**src/rtl/fetch_ctrl.sv**
```systemverilog
// Instruction fetch controller: issues one icache read at a time, presents the
// fetched word to IF/ID and handles redirects from the branch unit.
module fetch_ctrl #(
    parameter logic [31:0] RESET_PC = 32'h0000_0000
) (
    input  logic        clk,
    input  logic        rst,
    input  logic        jump_en,
    input  logic [31:0] jump_addr,
    input  logic        stall,
    output logic        read_flag,
    output logic [31:0] addr,
    input  logic [31:0] read_data,
    input  logic        busy,
    input  logic        done,
    output logic [31:0] inst,
    output logic [31:0] pc_addr,
    output logic        inst_valid,
    output logic [15:0] fetch_cnt
);

    typedef enum logic [1:0] {IDLE, REQ, WAIT, OUT} state_t;

    state_t      state_reg, state_next;
    logic [31:0] pc_reg, pc_next;
    logic        kill_reg, kill_next;
    logic [31:0] inst_reg, inst_next;
    logic [31:0] pc_addr_reg, pc_addr_next;
    logic        valid_reg, valid_next;
    logic [15:0] cnt_reg, cnt_next;
    logic [31:0] target;

    // Redirect targets are always word aligned.
    assign target = jump_addr & 32'hFFFF_FFFC;

    always_ff @(posedge clk or negedge rst) begin
        if (!rst) begin
            state_reg   <= IDLE;
            pc_reg      <= RESET_PC;
            kill_reg    <= 1'b0;
            inst_reg    <= 32'd0;
            pc_addr_reg <= 32'd0;
            valid_reg   <= 1'b0;
            cnt_reg     <= 16'd0;
        end else begin
            state_reg   <= state_next;
            pc_reg      <= pc_next;
            kill_reg    <= kill_next;
            inst_reg    <= inst_next;
            pc_addr_reg <= pc_addr_next;
            valid_reg   <= valid_next;
            cnt_reg     <= cnt_next;
        end
    end

    always_comb begin
        state_next   = state_reg;
        pc_next      = pc_reg;
        kill_next    = kill_reg;
        inst_next    = inst_reg;
        pc_addr_next = pc_addr_reg;
        valid_next   = valid_reg;
        cnt_next     = cnt_reg;
        case (state_reg)
            IDLE: begin
                state_next = REQ;
                if (jump_en) pc_next = target;
            end
            REQ: begin
                if (jump_en) begin
                    pc_next = target;
                end else if (!busy) begin
                    state_next = WAIT;
                end
            end
            WAIT: begin
                if (jump_en) begin
                    pc_next = target;
                    // Without a response yet, remember to drop it when it lands.
                    if (done) begin
                        kill_next  = 1'b0;
                        state_next = REQ;
                    end else begin
                        kill_next = 1'b1;
                    end
                end else if (done) begin
                    if (kill_reg) begin
                        kill_next  = 1'b0;
                        state_next = REQ;
                    end else begin
                        inst_next    = read_data;
                        pc_addr_next = pc_reg;
                        valid_next   = 1'b1;
                        state_next   = OUT;
                    end
                end
            end
            OUT: begin
                if (jump_en) begin
                    valid_next = 1'b0;
                    pc_next    = target;
                    state_next = REQ;
                end else if (!stall) begin
                    valid_next = 1'b0;
                    pc_next    = pc_reg + 32'd4;
                    cnt_next   = cnt_reg + 16'd1;
                    state_next = REQ;
                end
            end
            default: state_next = IDLE;
        endcase
    end

    assign read_flag  = (state_reg == REQ) && !busy && !jump_en;
    assign addr       = pc_reg;
    assign inst       = inst_reg;
    assign pc_addr    = pc_addr_reg;
    assign inst_valid = valid_reg;
    assign fetch_cnt  = cnt_reg;

endmodule

```
**config.mk**
```make
export PLATFORM = sky130hd
export DESIGN_NAME = fetch_ctrl
export DESIGN_NICKNAME = d
export VERILOG_FILES = /design/src/rtl/fetch_ctrl.sv
export SDC_FILE = /design/constraint.sdc
export NUM_CORES = 1
export LEC_CHECK = 0
export ABC_AREA = 1
export BUFFER_PORTS_ARGS = -buffer_cell sky130_fd_sc_hd__buf_2
export CORE_ASPECT_RATIO = 0.75
export CORE_MARGIN = 2
export CORE_UTILIZATION = 40
export CTS_CLUSTER_SIZE = 16
export DETAILED_ROUTE_END_ITERATION = 8
export MAX_ROUTING_LAYER = met4
export PLACE_DENSITY_LB_ADDON = 0.05
export SYNTH_ARGS = -nofsm -noshare
export SYNTH_HDL_FRONTEND = slang
export SYNTH_SLANG_ARGS = --single-unit
```
**constraint.sdc**
```tcl
create_clock -name clk -period 3.9 [get_ports clk]
set_input_delay 0.195 -clock clk [delete_from_list [all_inputs] [get_ports clk]]
set_output_delay 0.195 -clock clk [all_outputs]
set_load 0.05 [all_outputs]
```
==> results_dict.tcl, run 1 <==
set metrics [dict create \
    reg2reg_slack_ns 1.52 \
    power_density_nw_per_um2 844 \
    dr.pass1.iters 4 \
    p_leak_nw 3.72 \
    routed-wl-met2_mm 6.55 \
    setup_violations 0 \
    wl_met3_mm 1.13 \
    rows 37 \
    r2r_start "state_reg[0]" \
    num_antenna_cells 0 \
    antenna_found_initial 0 \
    r2r-end "addr[13]" \
    grtUsageTotal_pct 21.6 \
    slew_viol_final 0 \
    worst_slack_ns 1.52 \
    cap_violations 0 \
    worst_setup_path_start_kind "flop" \
    period_needed_ns 2.38 \
    avgSynthCellArea_um2 8.08 \
    yosysMostFrequentCell "nand2_1" \
    worst_ep_arrival_time_ns 2.63 \
    yosysTopAreaCell "dfrtp_1" \
    fp.dieW_um 142 \
    maxSlewHeadroom_pct 35.6 \
    cp-end-kind "flop" \
    async_flop_share_pct 100 \
    cts_buffer_depth 2 \
    rsz0062_at_grt "no" \
    peakVddDrop_uv 399 \
    die_y_um 107 \
    num-fill-cells 1376 \
    synth_edf_count 0 \
    syn_to_final_growth_pct 23.9 \
    drcViolationCount 0 \
    routedWlPerCell_um 14.5 \
    start_util_pct 41.2 \
    post_cts_buffers 0 \
    status "completed" \
    crit_path_max_fanout 32 \
    insertion_delay_ns 0.35 \
    cts_resized 0 \
    period_share_pct 61.1 \
    finalSetupTns_ns 0 \
    cts_tree "done" \
    register_area_um2 2800 \
    fmax_mhz 420 \
    holdPathEnd "inst[18]" \
    synth_seq_cells 112 \
    synth_cell_types 32 \
    cts_max_level 3 \
    grt_overflow_total 0 \
    clk_pin_slew_ns 0.08 \
    numCtsBuffers 9 \
    dp.final_hpwl_mm 11.5 \
    gp_congestion 0.936 \
    synth_area_um2 5690 \
    grt_pass1_wl_mm 25.1 \
    hp-start "read_data[18]" \
    grt_max_degree 91 \
    highest_layer "met4" \
    drive_gt1_share_pct 27.8 \
    io_pins 184 \
    multiInputGateArea_um2 2510 \
    die_area_um2 15200 \
    ys.flop_type "dfrtp_1" \
    final_nets 950 \
    drtAntennaViolNets 0 \
    yosysTopAreaCellShare_pct 49.3 \
    syn-instance-count 704 \
    cp.required_ns 4.15 \
    hold_path.class "in -> reg" \
    synth_seq_area_share_pct 49.3 \
    largest_reg_flops 32 \
    whs_path_depth 2 \
    met1_length_mm 7.41 \
    r2r.worst_path.cells 11 \
    drt_iter0_markers 285 \
    vias 5145 \
    cts.sinks 112 \
    core_area_um2 13800 \
    port-buffer-count 177 \
    hold_buffers 1 \
    yosys-top-cells-count "nand2_1 (212), dfrtp_1 (112), nor2_1 (97)" \
    synthTopCellsByArea "dfrtp_1 (49%), nand2_1 (14%), mux2_2 (6.7%), nor2_1 (6.4%), o21ai_0 (4.8%)" \
    yosysWarningCount 0 \
    place_ws_ns 1.52 \
    fin_worst_skew_ns 0.00785 \
    hold_violations 0 \
    vias_per_cell 4.88 \
    criticalPathCategory "reg -> reg" \
    tightest_slew_ns 0.966 \
    cts-root-buf "clkbuf_16" \
    wl_mm 15.3 \
    grt_pass1_vias 5001 \
]
==> power breakdown <==
| group | switching, W | leakage, nW | internal, W | total [W] |
|---|---|---|---|---|
| registers | 0.000348 | 1.40 | 0.00160 | 0.00195 |
| clock network | 0.000447 | 0.166 | 0.000592 | 0.00104 |
| logic | 0.00228 | 2.16 | 0.000690 | 0.00297 |
| total | 0.00307 | 3.72 | 0.00288 | 0.00595 |
==> layer usage <==
layer	track usage [%]	vias to the layer above
li1	-	2562
met1	30.2	2397
met2	31.8	171
met3	5.47	15
met4	5.36	0
met5	-	-
==> cell families (layout without fill, tap and decap cells) <==
group           after synthesis  count (layout)  share of synthesized area, %
simple gates                368             368                          26.5
buf+inv                      93             265                          6.86
xor+xnor                     16              16                          2.46
flops                       112             112                          49.3
other cells                   1               4                        0.0659
fa+ha+maj                     6               6                          1.32
mux                          34              34                          6.73
compound gates               74              74                          6.82
==> stage by stage <==
step	hold slack, ns	instance area [um2]	instances	power, W	utilization, %
final	0.0650	7050	1054	0.00595	51.1
after global placement	0.175	6710	1037	0.00490	48.6
after global routing	0.0528	7050	1054	0.00632	51.1
after CTS	0.0540	7050	1054	0.00602	51.1
after floorplan	-0.101	5700	707	0.00419	-
after detailed placement	0.183	6710	1037	0.00495	48.6
==> layout make-up <==
| class | count | share of cell area, % |
|---|---|---|
| clock buffer | 10 | 3.39 |
| clock inverter | 6 | 1.38 |
| inverter | 67 | 3.57 |
| multi-input combinational | 502 | 35.6 |
| sequential | 112 | 39.7 |
| tap | 175 | 3.11 |
| timing repair buffer | 182 | 13.2 |
==> how the worst max path moves through the flow <==
stage	from	end	slack (ns)	cells past startpoint
after floorplan	state_reg[1]	read_flag	1.99	4
after global placement	state_reg[0]	addr[14]	1.60	11
after detailed placement	state_reg[0]	addr[13]	1.52	11
after CTS	state_reg[0]	addr[13]	1.50	11
after global routing	state_reg[0]	addr[13]	1.30	11
final	state_reg[0]	addr[13]	1.52	11
==> critical path, stage by stage (launching register included) <==
cell     delay (ns)
dfrtp_1        0.41
ha_1           0.26
inv_2          0.09
nor2_8         0.32
nand2_2        0.12
o21ai_2        0.07
buf_4          0.34
inv_2          0.29
o21ai_0        0.17
nand2_1        0.08
nand2_1        0.07
inv_1          0.04
==> layout by cell type (no fill, tap or decap), types with 9 or more instances in the layout <==
| cell type | n |
|---|---|
| nor2_1 | 97 |
| inv_1 | 64 |
| mux2_2 | 34 |
| buf_2 | 176 |
| nand2_1 | 212 |
| xor2_1 | 13 |
| o21ai_0 | 55 |
| dfrtp_1 | 112 |
| clkbuf_16 | 9 |
| nand3_1 | 35 |
(Power assumes the default switching activity.)
==> run 2: changes to the inputs <==
Clock period 3.9 ns to 2.45 ns, I/O delays scaled along.
==> run 2 against run 1 <==
Compared with the run above:
- global-route usage up 0.36 points
- cell area up 4.5%
- die area unchanged
- final cell count up 3.1%
- clock power up 46%
- total power up 58%
- sequential power up 59%
- first-iteration DRC count up 47%
- maximum frequency up 19%
- sequential share of layout area down 1.7 points
- critical path depth down 4
- critical endpoint is now inst[17]
- largest power group unchanged
- highest routed layer unchanged
==> results_dict.tcl, run 2 (synthesis results as in run 1) <==
set metrics [dict create \
    fmax_mhz 498 \
    p_leak_nw 3.84 \
    cts_max_level 3 \
    antenna_found_initial 2 \
    drtAntennaViolNets 0 \
    cp.required_ns 2.69 \
    insertion_delay_ns 0.36 \
    numCtsBuffers 9 \
    rows 37 \
    fp.dieW_um 142 \
    final_cell_area_um2 7370 \
    io_pins 184 \
    cts.sinks 112 \
    port-buffer-count 177 \
    period_share_pct 81.9 \
    syn_to_final_growth_pct 29.6 \
    wl_mm 15.8 \
    die_area_um2 15200 \
    cts-root-buf "clkbuf_16" \
    status "completed" \
    setup_violations 0 \
    hold_violations 0 \
    finalSetupTns_ns 0 \
    grtUsageTotal_pct 22.0 \
    rsz0062_at_grt "no" \
    worst_setup_path_start_kind "flop" \
    clk_pin_slew_ns 0.08 \
    die_y_um 107 \
    start_util_pct 41.2 \
    num-fill-cells 1331 \
    hold_path.class "in -> reg" \
    fin_worst_skew_ns 0.00910 \
    final_nets 981 \
    slew_viol_final 0 \
    cts_buffer_depth 2 \
    routedWlPerCell_um 14.5 \
    vias 5219 \
    cts_tree "done" \
    grt_overflow_total 0 \
    cp-end-kind "flop" \
    dp.final_hpwl_mm 11.3 \
    worst_slack_ns 0.442 \
    placed_cell_area_um2 6740 \
    grt_pass1_wl_mm 25.4 \
    crit_path_max_fanout 80 \
    grt_pass1_vias 5122 \
    power_density_nw_per_um2 1280 \
    largest_reg_flops 32 \
    p_total_w 0.00941 \
    drt_iter0_markers 420 \
    worst_ep_arrival_time_ns 2.25 \
    dr.pass1.iters 5 \
    layout_common_cells "nand2_1 (212), buf_2 (176), dfrtp_1 (112)" \
    grt_max_degree 87 \
    drive_gt1_share_pct 26.8 \
    gp_congestion 0.912 \
    criticalPathCategory "reg -> reg" \
    core_area_um2 13800 \
    cap_violations 0 \
    peakVddDrop_uv 624 \
    place_ws_ns 0.474 \
    drcViolationCount 0 \
    period_needed_ns 2.01 \
    vias_per_cell 4.80 \
    final_common_cell "nand2_1" \
]
==> run 2: critical path: stages (launching register included) <==
cell	delay, ns
dfrtp_1	0.42
inv_1	0.10
ha_1	0.24
nand2_1	0.09
nor2_1	0.23
nand2_4	0.18
buf_12	0.23
mux2_2	0.33
==> run 2: metal layers <==
metal	wire length [um]	GRT usage, %	vias up
met4	212	5.64	0
li1	-	-	2623
met5	0	-	-
met2	7000	34.5	156
met3	1030	5.60	17
met1	7540	28.8	2423
==> run 2: what timing repair did <==
item / in CTS / in global routing
hold buffers: 31 / 1
endpoints found under the hold margin: 56 / 1
resized for setup: 0 / 0
setup buffers: 0 / 0
==> run 2: final timing paths <==
path                                    from       endpoint  slack, ns  cells after the start
worst min-delay path            read_data[6]        inst[6]       0.01                      2
min in group asynchronous                rst  fetch_cnt[13]       0.22                      2
worst max register to register  state_reg[0]       inst[17]       0.44                      7
worst max-delay path            state_reg[0]       inst[17]       0.44                      7
max in group asynchronous                rst    pc_addr[26]       1.42                      3
worst min register to register   pc_addr[20]    pc_addr[20]       0.48                      2
==> run 2: area by class of cell <==
class | instances | area (um2) | area share, %
flip-flops and latches | 112 | 2800 | 38.0
multi-input cells | 502 | 2510 | 34.1
repair buffers | 213 | 1280 | 17.3
inverters | 67 | 251 | 3.41
clock buffers | 9 | 225 | 3.05
well taps | 175 | 219 | 2.97
clock inverters | 7 | 78.8 | 1.07
diodes | 2 | 5.00 | 0.0679
==> run 2: where the power goes <==
group	internal, W	switching, W
Clock	0.000803	0.000722
Combinational	0.00114	0.00365
Sequential	0.00254	0.000557
==> run 2: per-stage QoR <==
step	util (%)	hold slack, ns	instances
global route	53.4	0.00571	1087
floorplan	-	-0.173	707
global placement	48.9	0.0656	1037
CTS	53.3	0.000918	1084
finish	53.4	0.0122	1087
detailed placement	48.9	0.0652	1037
==> run 3: changes to the inputs <==
Settings changed: ABC_AREA 1 to 0.
Clock period 2.45 ns to 1.7 ns, I/O delays scaled along.
==> run 3 against run 2 <==
Compared with the run above:
- the flow now finishes with violations (negative setup slack)
- sequential share of layout area decreased by 2.1 points
- wire length decreased by 3.4%
- via count shrank 9.8%
- register-to-register slack got worse by 0.52 ns
- combinational power increased by 78%
- core utilization grew 8.0 points
- global-route usage is 1.1 points lower
- worst setup slack lost 0.52 ns
==> results_dict.tcl, run 3 <==
set metrics [dict create \
    period_needed_ns 1.78 \
    clk_pin_slew_ns 0.08 \
    peakVddDrop_uv 1120 \
    yosysTopAreaCellShare_pct 53.8 \
    layout_common_cells "buf_2 (175), dfrtp_1 (87), buf_4 (58)" \
    worst_slack_ns -0.0791 \
    cts_tree "done" \
    routedWlPerCell_um 16.8 \
    slew_viol_final 0 \
    synth_edf_count 0 \
    die_area_um2 14000 \
    numCtsBuffers 9 \
    start_util_pct 40.6 \
    crit_path_max_fanout 3 \
    ys.flop_type "dfrtp_1" \
    fp.dieW_um 136 \
    synth_cell_types 46 \
    rows 36 \
    cts-root-buf "clkbuf_16" \
    drt_iter0_markers 154 \
    dp_cells 834 \
    period_share_pct 105 \
    yosysWarningCount 0 \
    reg2reg_slack_ns -0.08 \
    synth_seq_cells 112 \
    worst_ep_arrival_time_ns 2.05 \
    largest_reg_flops 32 \
    antenna_found_initial 0 \
    die_y_um 103 \
    insertion_delay_ns 0.35 \
    synthTopCellsByArea "dfrtp_1 (54%), mux2_2 (14%), a21oi_1 (3.6%), nand2_1 (2.5%), nor2_1 (2.1%)" \
    power_density_nw_per_um2 1910 \
    async_flop_share_pct 100 \
    worst_setup_path_start_kind "flop" \
    cts_buffer_depth 2 \
    wl_mm 15.3 \
    synth_seq_area_share_pct 53.8 \
    dp.final_hpwl_mm 9.68 \
    drive_gt1_share_pct 54.0 \
    port-buffer-count 177 \
    hold_violations 0 \
    grtUsageTotal_pct 20.9 \
    status "complete, but fails checks" \
    finalHoldWorstSlack_ns 0.0241 \
    setup_violations 65 \
    vias_per_cell 5.17 \
    drcViolationCount 0 \
    fin_worst_skew_ns 0.00817 \
    wl_met3_um 902 \
    synth_area_um2 5210 \
    grt_overflow_total 0 \
    final_common_cell "buf_2" \
    rsz0062_at_grt "yes" \
    grt_max_degree 113 \
    num_antenna_cells 0 \
    io_pins 184 \
    tightest_slew_ns 0.601 \
    yosys-top-cells-count "dfrtp_1 (112), mux2_2 (63), a21oi_1 (37)" \
    final_nets 810 \
    avgSynthCellArea_um2 11.2 \
    whs_path_depth 3 \
    cts.sinks 112 \
    cp.required_ns 1.97 \
    highest_layer "met4" \
    yosysTopAreaCell "dfrtp_1" \
    r2r.worst_path.cells 6 \
    cap_violations 0 \
    core_area_um2 12800 \
    maxSlewHeadroom_pct 59.9 \
    p_leak_nw 3.80 \
    syn-instance-count 463 \
    routed-wl-met2_mm 7.15 \
    grt_pass1_wl_mm 22.3 \
    vias 4705 \
    fmax_mhz 562 \
    violations "negative setup slack" \
    instances_no_fill 910 \
    cp-end-kind "flop" \
    syn_to_final_growth_pct 51.5 \
    dr.pass1.iters 5 \
    cts_max_level 3 \
    gp_congestion 0.801 \
    drtAntennaViolNets 0 \
    criticalPathCategory "reg -> reg" \
    hold_path.class "in -> reg" \
    num-fill-cells 1060 \
    met1_length_mm 7.00 \
    yosysMostFrequentCell "dfrtp_1" \
    grt_pass1_vias 4568 \
]
-- run 3: critical path, cell delays in order (launching register included) --
cell and delay [ns]:
dfrtp_1 0.36, ha_2 0.19, nor3b_4 0.28, nand4_4 0.13, or4_4 0.48, nor2_4 0.13
xor2_1 0.14
-- run 3: path summary, 6_finish.rpt --
path | startpoint | to
worst max-delay path | state_reg[0] | fetch_cnt[15]
worst min-delay path | jump_addr[5] | addr[5]
max in group asynchronous | rst | addr[18]
worst max register to register | state_reg[0] | fetch_cnt[15]
min in group asynchronous | rst | fetch_cnt[7]
worst min register to register | fetch_cnt[15] | fetch_cnt[15]
-- run 3: metrics by stage --
step | setup TNS, ns | setup WS (ns) | instance area, um2 | util, % | total power, W
final | -2.40 | -0.0791 | 7890 | 61.5 | 0.0151
after global routing | -9.14 | -0.160 | 7890 | 61.5 | 0.0159
after CTS | -1.29 | -0.0928 | 7500 | 58.5 | 0.0147
after detailed placement | -2.49 | -0.155 | 6710 | 52.3 | 0.0124
after global placement | -0.390 | -0.0520 | 6710 | 52.3 | 0.0123
after floorplan | -1.11 | -0.211 | 5340 | - | 0.0101
-- run 3: area by class of cell --
class	count	area, um2	area share [%]
sequential	112	2830	35.9
multi-input combinational	319	2560	32.5
timing repair buffer	287	1980	25.1
clock buffer	10	229	2.90
tap	171	214	2.71
clock inverter	6	53.8	0.682
inverter	5	18.8	0.238
-- run 3: cell families after synthesis --
family                   synth area share, %
AND/OR/NAND/NOR                         13.6
XOR/XNOR                                2.52
adder cells (fa/ha/maj)                 1.44
AO/OA/AOI/OAI                           11.7
multiplexers                            13.6
flip-flops                              53.8
other                                 0.0720
buffers and inverters                   3.22
-- run 3: what timing repair did --
item	in CTS	in global routing
endpoints found under the hold margin	147	0
setup endpoints to repair	85	99
gates cloned	1	5
pin swaps	7	27
resized for setup	17	54
setup buffers	8	11
hold buffers	36	0
-- run 3: power by group --
| group | internal, W | switching, W | total, W |
|---|---|---|---|
| Clock | 0.00102 | 0.00101 | 0.00203 |
| Combinational | 0.00271 | 0.00582 | 0.00853 |
| Sequential | 0.00375 | 0.000747 | 0.00450 |
-- run 3: metal layers --
layer	GRT usage (%)	up-vias
met5	-	-
met4	5.77	0
met3	4.03	17
met2	34.0	165
met1	27.1	2305
li1	-	2218
